`src/rtl/neuron_sequencer_if.sv`:
```
// Command, memory-read and neuron-operand signals between a neuron_sequencer
// and its surroundings; the slave modport is the sequencer's view.
interface neuron_sequencer_if #(parameter int ADDR_W = 10);
  logic              start;
  logic [ADDR_W-1:0] base_addr;
  logic [ADDR_W-1:0] num_inputs;
  logic [31:0]       bias;
  logic              relu_en;
  logic [ADDR_W-1:0] data_addr;
  logic [ADDR_W-1:0] w_addr;
  logic              mem_rd;
  logic [31:0]       mem_data;
  logic [31:0]       mem_weight;
  logic              n_clear;
  logic              n_en;
  logic [31:0]       n_data;
  logic [31:0]       n_weight;
  logic [31:0]       n_accum;
  logic [31:0]       result;
  logic              result_valid;
  logic              busy;

  modport master (
    output start, base_addr, num_inputs, bias, relu_en, mem_data, mem_weight, n_accum,
    input  data_addr, w_addr, mem_rd, n_clear, n_en, n_data, n_weight,
           result, result_valid, busy
  );

  modport slave (
    input  start, base_addr, num_inputs, bias, relu_en, mem_data, mem_weight, n_accum,
    output data_addr, w_addr, mem_rd, n_clear, n_en, n_data, n_weight,
           result, result_valid, busy
  );
endinterface

```
`src/rtl/neuron_sequencer.sv`:
```
// Streams one input vector and one weight row into a neuron MAC, then adds the
// bias and optionally applies ReLU to produce one Q16.16 result per command.
//
// state | meaning
// IDLE  | waiting for start, last result held
// CLEAR | neuron cleared, read of element 0 issued when N>0
// FEED  | read element i issued, pair i-1 presented
// LAST  | final pair presented, no read
// SUM   | neuron holds full sum, result registered
module neuron_sequencer #(
  parameter int ADDR_W = 10
) (
  input logic clk,
  input logic rst,
  neuron_sequencer_if.slave bus
);

  typedef enum logic [2:0] {IDLE, CLEAR, FEED, LAST, SUM} state_t;

  state_t            state;
  logic [ADDR_W-1:0] idx;
  logic [ADDR_W-1:0] base_q;
  logic [ADDR_W-1:0] num_q;
  logic [31:0]       bias_q;
  logic              relu_q;
  logic [31:0]       biased;

  assign biased = bus.n_accum + bias_q;

  always_ff @(posedge clk) begin
    if (rst) begin
      state            <= IDLE;
      idx              <= '0;
      base_q           <= '0;
      num_q            <= '0;
      bias_q           <= '0;
      relu_q           <= 1'b0;
      bus.result       <= '0;
      bus.result_valid <= 1'b0;
    end else begin
      bus.result_valid <= 1'b0;
      case (state)
        IDLE: begin
          if (bus.start) begin
            base_q <= bus.base_addr;
            num_q  <= bus.num_inputs;
            bias_q <= bus.bias;
            relu_q <= bus.relu_en;
            idx    <= '0;
            state  <= CLEAR;
          end
        end
        CLEAR: begin
          idx <= ADDR_W'(1);
          if (num_q == '0)
            state <= SUM;
          else if (num_q == ADDR_W'(1))
            state <= LAST;
          else
            state <= FEED;
        end
        FEED: begin
          idx <= idx + ADDR_W'(1);
          if (idx == num_q - ADDR_W'(1))
            state <= LAST;
        end
        LAST: state <= SUM;
        SUM: begin
          bus.result       <= (relu_q && biased[31]) ? 32'h0 : biased;
          bus.result_valid <= 1'b1;
          idx              <= '0;
          state            <= IDLE;
        end
        default: state <= IDLE;
      endcase
    end
  end

  // Operands are zeroed outside n_en because the neuron accumulates every non-clear cycle.
  always_comb begin
    bus.busy      = (state != IDLE);
    bus.n_clear   = (state == CLEAR);
    bus.n_en      = (state == FEED) || (state == LAST);
    bus.mem_rd    = ((state == CLEAR) && (num_q != '0)) || (state == FEED);
    bus.data_addr = bus.mem_rd ? idx : '0;
    bus.w_addr    = bus.mem_rd ? (base_q + idx) : '0;
    bus.n_data    = bus.n_en ? bus.mem_data : 32'h0;
    bus.n_weight  = bus.n_en ? bus.mem_weight : 32'h0;
  end

endmodule

```
`src/flat_wrapper.sv`:
```
// flat-port wrapper written by rule: the top's interface ports become plain ports
module neuron_sequencer_flat 
#(
  parameter int ADDR_W = 10
)
  (clk, rst, bus_start, bus_base_addr, bus_num_inputs, bus_bias, bus_relu_en, bus_mem_data, bus_mem_weight, bus_n_accum, bus_data_addr, bus_w_addr, bus_mem_rd, bus_n_clear, bus_n_en, bus_n_data, bus_n_weight, bus_result, bus_result_valid, bus_busy);
  neuron_sequencer_if #(.ADDR_W(ADDR_W)) bus_i ();
  input logic clk;
  input logic rst;
  input wire logic [$bits(bus_i.start)-1:0] bus_start;
  input wire logic [$bits(bus_i.base_addr)-1:0] bus_base_addr;
  input wire logic [$bits(bus_i.num_inputs)-1:0] bus_num_inputs;
  input wire logic [$bits(bus_i.bias)-1:0] bus_bias;
  input wire logic [$bits(bus_i.relu_en)-1:0] bus_relu_en;
  input wire logic [$bits(bus_i.mem_data)-1:0] bus_mem_data;
  input wire logic [$bits(bus_i.mem_weight)-1:0] bus_mem_weight;
  input wire logic [$bits(bus_i.n_accum)-1:0] bus_n_accum;
  output wire logic [$bits(bus_i.data_addr)-1:0] bus_data_addr;
  output wire logic [$bits(bus_i.w_addr)-1:0] bus_w_addr;
  output wire logic [$bits(bus_i.mem_rd)-1:0] bus_mem_rd;
  output wire logic [$bits(bus_i.n_clear)-1:0] bus_n_clear;
  output wire logic [$bits(bus_i.n_en)-1:0] bus_n_en;
  output wire logic [$bits(bus_i.n_data)-1:0] bus_n_data;
  output wire logic [$bits(bus_i.n_weight)-1:0] bus_n_weight;
  output wire logic [$bits(bus_i.result)-1:0] bus_result;
  output wire logic [$bits(bus_i.result_valid)-1:0] bus_result_valid;
  output wire logic [$bits(bus_i.busy)-1:0] bus_busy;
  assign bus_i.start = bus_start;
  assign bus_i.base_addr = bus_base_addr;
  assign bus_i.num_inputs = bus_num_inputs;
  assign bus_i.bias = bus_bias;
  assign bus_i.relu_en = bus_relu_en;
  assign bus_i.mem_data = bus_mem_data;
  assign bus_i.mem_weight = bus_mem_weight;
  assign bus_i.n_accum = bus_n_accum;
  assign bus_data_addr = bus_i.data_addr;
  assign bus_w_addr = bus_i.w_addr;
  assign bus_mem_rd = bus_i.mem_rd;
  assign bus_n_clear = bus_i.n_clear;
  assign bus_n_en = bus_i.n_en;
  assign bus_n_data = bus_i.n_data;
  assign bus_n_weight = bus_i.n_weight;
  assign bus_result = bus_i.result;
  assign bus_result_valid = bus_i.result_valid;
  assign bus_busy = bus_i.busy;
  neuron_sequencer #(.ADDR_W(ADDR_W)) u_core (.clk(clk), .rst(rst), .bus(bus_i));
endmodule
```
`config.mk`:
```
export PLATFORM = sky130hd
export DESIGN_NAME = neuron_sequencer_flat
export DESIGN_NICKNAME = d
export VERILOG_FILES = /design/src/rtl/neuron_sequencer_if.sv /design/src/rtl/neuron_sequencer.sv /design/src/flat_wrapper.sv
export SDC_FILE = /design/constraint.sdc
export NUM_CORES = 1
export LEC_CHECK = 0
export ABC_CLOCK_PERIOD_IN_PS = 2800
export BUFFER_PORTS_ARGS = -buffer_cell sky130_fd_sc_hd__buf_2
export CORE_MARGIN = 1
export CORE_UTILIZATION = 25
export CTS_CLUSTER_SIZE = 30
export DETAILED_ROUTE_END_ITERATION = 8
export GPL_TIMING_DRIVEN = 0
export RECOVER_POWER = 25
export SLEW_MARGIN = 40
export SYNTH_ARGS = -nofsm -noshare
export SYNTH_HDL_FRONTEND = slang
export SYNTH_SLANG_ARGS = --single-unit
export TNS_END_PERCENT = 10
```
`constraint.sdc`:
```
create_clock -name clk -period 2.8 [get_ports clk]
set_input_delay 0.56 -clock clk [delete_from_list [all_inputs] [get_ports clk]]
set_output_delay 0.56 -clock clk [all_outputs]
set_load 0.01 [all_outputs]
```
Yosys cells after proc, flatten, opt, wreduce, memory -nomap -nowiden

Index checks and enable logic that the tools add are counted.

Register bits after elaboration: 99
Logic and storage cells: 45

Add/sub/neg operators: 4
Eq/ne operators: 8
Mux-type cells: 13
Reduce and logical (&&, ||, !) cells: 12

Operators with widths:

| kind                    | number |
|---|---|
| $mux W32                | 3 |
| $pmux W10 S4            | 1 |
| $add A32 B32 Y32        | 1 |
| $mux W10                | 3 |
| $pmux W3 S4             | 1 |
| $add A10 B1 Y10 const B | 1 |
| $add A10 B10 Y10        | 1 |
| $eq A10 B1 Y1 const B   | 1 |
| $eq A10 B10 Y1          | 1 |
| $logic_not A10 Y1       | 1 |
| $reduce_bool A10 Y1     | 1 |
| $sub A10 B1 Y10 const B | 1 |
| $mux W3                 | 3 |
| $eq A3 B2 Y1 const B    | 2 |
| $reduce_and A2 Y1       | 3 |
| $reduce_bool A4 Y1      | 1 |
| $eq A3 B1 Y1 const B    | 1 |
| $eq A3 B3 Y1 const B    | 1 |
| $logic_not A3 Y1        | 1 |
| $reduce_bool A3 Y1      | 1 |
| $logic_and A1 B1 Y1     | 2 |
| $logic_or A1 B1 Y1      | 2 |
| $mux W1                 | 2 |
| $ne A2 B1 Y1 const B    | 1 |
| $ne A2 B2 Y1 const B    | 1 |

Logic depth before layout (Yosys ltp)

Depth in word-level cells: 4
Mapped depth: 13

Worst setup path after synthesis

No wires, ideal clock.

Path kind: input-to-reg
Start: input bus_n_accum[0]
End: register u_core.bus.result[26] in the netlist's numbering
Library setup time: 0.116 ns
Arrival: 2.735 ns
Required time: 2.684 ns
Setup slack: -0.052 ns
Cell stages on the path: 12
Buffers on the path: 0
Path through: ha_1 -> inv_1 -> fa_1 -> nor2b_4 -> o2111ai_1 -> a2111oi_4 -> o311ai_4 -> o21ai_2 -> or3_4 -> a31oi_4 -> xor2_1 -> o21ai_1

Longest elaborated chain between the ends: 3

Ends and longest elaborated chain:

| element              | RTL line                  | source |
|---|---|---|
| start, declared      | flat_wrapper.sv:17        | `input wire logic [$bits(bus_i.n_accum)-1:0] bus_n_accum;` |
| $add A32 B32 Y32 *   | neuron_sequencer.sv:28    | `assign biased = bus.n_accum + bias_q;` |
| $logic_and A1 B1 Y1  | neuron_sequencer.sv:69    | `bus.result <= (relu_q && biased[31]) ? 32'h0 : biased;` |
| $mux W32 *           | neuron_sequencer.sv:69    |  |
| end signal, assigned | neuron_sequencer.sv:69    |  |
| end, declared        | neuron_sequencer_if.sv:32 | `result, result_valid, busy` |

Mark *: on every way between the ends. The rest lies on a longest branch, timed or not.
A chain may end at the register's enable or synchronous reset.

Worst setup path after layout

Start: register u_core.idx[0]
End: output bus_w_addr[8]

Longest elaborated chain between the ends: 2

Ends and longest elaborated chain:

| element                | RTL line               | source |
|---|---|---|
| start, declared        | neuron_sequencer.sv:21 | `logic [ADDR_W-1:0] idx;` |
| start signal, assigned | neuron_sequencer.sv:63 | `idx <= idx + ADDR_W'(1);` |
| $add A10 B10 Y10       | neuron_sequencer.sv:86 | `bus.w_addr = bus.mem_rd ? (base_q + idx) : '0;` |
| $mux W10               | neuron_sequencer.sv:86 |  |
| end, declared          | flat_wrapper.sv:19     | `output wire logic [$bits(bus_i.w_addr)-1:0] bus_w_addr;` |

No other way between the ends.

==> impl_results.md <==
* Status: finished with violations
* Violated checks: setup timing
* CP peak stage delay at around 0.36 ns
* Final WL at 24200 µm
* Layout cells sized above 1 at 31.6%
* Part of the power in registers at 34.8%
* Peak supply drop at between 0.2 and 0.25 mV
* Main synth FF type: dfxtp_1
* Post-synth EDFFs at 0
* Worst-path fanout max at 2
* Gr usage total at 17.5%
* Routability cong. at 0.929
* Post-layout min period at 2.91 ns
* Core ar. at 25300 µm²
* Fin area at 8900 µm²
* Most frequent CP cell: a21oi_2
* Max-cap violation count at 0
* Worst path top cell family by delay: compound AO/OA/AOI/OAI gates
* Area of the multi-input gates at 4390 µm²
* TritonCTS clock tree: done
* Initial Util at 25.6%
* Post-DP Area at 8240 µm²
* Overflow after GRT at 0
* Power Internal at 0.00289 W
* Seq cells post-synth at 99
* Max frequency at 344 MHz
* Placed Cells at approximately 1400
* Drt first pass iters at 4
* Routed vias/inst at ~4.6
* Async S/R FF share, synth at 0%
* Crit path cell chain: ha_4, inv_2, fa_2, nor2b_4, o21ai_2, a21oi_2, o21ai_1, nand2b_1, a21o_1, a21oi_2, xor2_1, nor2_1, buf_2
* Slew @ Worst Pin at 1.02 ns
* Normalized max-slew margin at 31.5%
* Crit. End Element: primary output
* Mapped Cells at 828
* Final setup vio count at 21
* # nets final at 1328
* Clk pwr share at between 20% and 30%
* Max stage delay cell, worst path: dfxtp_2
* Post-Syn Area at 6460 µm²
* Post-layout instance count excluding filler cells at 1468
* CTS Buffer Depth at 2
* Leakage Power at 4.14 nW
* Die width at roughly 160 µm
* Hold Slack at 0.427 ns
* Num ports at about 270
* H-tree Lvls at 3
* Pre-CTS setup slack at -0.662 ns
* Port bufs at between 200 and 300
* Detailed Place HPWL at 19600 µm
* Initial antenna violation count at 3
* RSZ-0062 raised after global routing: yes
* WP data required at 2.24 ns
* Critical path startpoint category: flop
* Power Dens Cells at about 520 nW/µm²
* Average wire per standard cell at approximately 17 µm
* Logic pwr share at 37.3%
* Sequential share of the synthesized area at 30.7%
* Min-delay worst type: in -> reg
* Switch share at between 30% and 40%
* Worst skew pair latency at between 0.3 and 0.4 ns
* Routed vias at ~6700
* Largest net degree at the start of global routing at 21
* Clock root cell: clkbuf_16
* Worst path buffer plus inverter count at 2
* Worst EP arrival at around 2.4 ns
* CTS Buf Count at 9
* Final ANT Viol Nets at 0
* Count of cell types in the netlist at 72
* DRC Markers at 0
* FILL cells at 2753
* Final Cycle Share at 104%
* Switching power at 0.00177 W
* Clk_skew at 0.0139 ns
* Die Height at 163 µm
* Setup WS post-layout at -0.110 ns
* CTS clk-pin slew, worst paths at 0.09 ns
* Synthesized net count at 1026
* Register Area at 2000 µm²
* Slew Viols, Final at 0
* Global-route wire length before repair at 35000 µm
* DR iter-0 viols at roughly 350
* Fin. Hold Viols at 0
* P&R area growth vs syn at 37.7%
* FP Rows at 58
* Die Footprint at 26500 µm²
* Number of global-route vias before repair at 6329
* TNS Setup at -1.05 ns
* Critical path class: reg -> out
* Yosys Warn Count at 0
* Sink Count at 99
* Mean Syn Cell Area at around 8 µm²
==> flip-flops by register name (all words and copies together), names as in the netlist <==
| name | count |
|---|---|
| u_core.idx | 10 |
| u_core.bus.result_valid | 1 |
| u_core.bias_q | 32 |
| u_core.state | 3 |
| u_core.relu_q | 1 |
| u_core.bus.result | 32 |
| u_core.base_q | 10 |
| u_core.num_q | 10 |
==> path summary, 6_finish.rpt <==
kind	from	slack (ns)	depth (start not counted)	to
hold reg to reg	u_core.bus.result[29]$_SDFFE_PP0P_	0.45	2	u_core.bus.result[29]$_SDFFE_PP0P_
hold / removal	bus_bias[10]	0.43	3	u_core.bias_q[10]$_SDFFE_PP0P_
setup / recovery	u_core.idx[0]$_SDFFE_PP0P_	-0.11	13	bus_w_addr[8]
setup reg to reg	u_core.bias_q[0]$_SDFFE_PP0P_	-0.01	12	u_core.bus.result[26]$_SDFFE_PP0P_
==> cell usage after synthesis, types with 3 or more instances <==
| library cell | n | area, µm² |
|---|---|---|
| a21oi_1 | 93 | 465 |
| and2_1 | 70 | 438 |
| nand4_1 | 6 | 37.5 |
| xor2_1 | 30 | 263 |
| a22oi_2 | 10 | 125 |
| xnor2_1 | 27 | 236 |
| nand3_1 | 6 | 30.0 |
| a31oi_1 | 4 | 25.0 |
| o31ai_1 | 3 | 22.5 |
| nor3_1 | 11 | 55.1 |
| inv_1 | 27 | 101 |
| and3_1 | 5 | 31.3 |
| a21o_1 | 17 | 128 |
| buf_1 | 3 | 11.3 |
| buf_6 | 3 | 33.8 |
| o21ai_0 | 22 | 110 |
| nor2b_1 | 16 | 100 |
| nand2_1 | 150 | 563 |
| o21ai_1 | 14 | 70.1 |
| nand2b_1 | 4 | 25.0 |
| ha_1 | 44 | 551 |
| o21bai_1 | 4 | 30.0 |
| clkbuf_1 | 37 | 139 |
| a32oi_1 | 3 | 26.3 |
| or3_1 | 3 | 18.8 |
| nor2_1 | 57 | 214 |
| a22oi_1 | 5 | 37.5 |
| dfxtp_1 | 99 | 1980 |
==> area by class of cell <==
cell class | instances | share of cell area, %
Timing Repair Buffer | 291 | 16.6
Sequential cell | 99 | 22.4
Buffer | 44 | 2.40
Multi-Input combinational cell | 658 | 49.3
Tap cell | 330 | 4.64
Inverter | 27 | 1.14
Clock inverter | 7 | 0.829
Clock buffer | 9 | 2.53
Antenna cell | 3 | 0.0843
==> stage by stage <==
step | power [W] | utilization [%]
2_1_floorplan | 0.00266 | -
3_3_place_gp | 0.00322 | 32.6
3_5_place_dp | 0.00323 | 32.6
4_1_cts | 0.00461 | 34.4
5_1_grt | 0.00494 | 35.2
6_report | 0.00465 | 35.2
==> tightest hold or removal path, stage by stage <==
cell	delay (ns)
buf_2	0.10
nand2_1	0.04
a21oi_1	0.05
==> cells by family after synthesis <==
group | after synthesis | synth area share [%]
AO/OA/AOI/OAI | 204 | 21.1
XOR/XNOR | 57 | 7.72
adder cells (fa/ha/maj) | 47 | 9.29
buffers and inverters | 71 | 4.49
flip-flops | 99 | 30.7
multiplexers | 1 | 0.155
AND/OR/NAND/NOR | 349 | 26.6
==> power by group through the flow <==
stage,clock network (W),registers (W),logic [W]
global route,0.00139,0.00163,0.00192
global placement,0,0.00164,0.00158
detailed placement,0,0.00165,0.00159
floorplan,0,0.00163,0.00104
CTS,0.00134,0.00162,0.00164
finish,0.00130,0.00162,0.00173
==> what timing repair did <==
action	CTS	global route
gates resized for setup	36	39
hold buffers	0	0
gates cloned	0	1
hold endpoints to repair	0	0
pin swaps	10	23
buffers inserted	5	14
endpoints found under the setup margin	58	60
==> layout by cell type (no fill, tap or decap), types with 25 or more instances in the layout <==
master      n
nor2_1     55
a21oi_1    83
buf_2     238
dfxtp_1    90
and2_1     69
xor2_1     30
nand2_1   148
inv_1      25
clkbuf_1   67
xnor2_1    27
ha_1       37
==> layer usage <==
metal / up-vias / track usage (%) / routed length [µm]
met5: - / 0 / 0
met4: 0 / 5.86 / 528
met3: 22 / 2.93 / 1180
met2: 214 / 31.4 / 12000
met1: 3071 / 20.9 / 10600
li1: 3437 / - / -
Power figures use the tool's default switching activity.
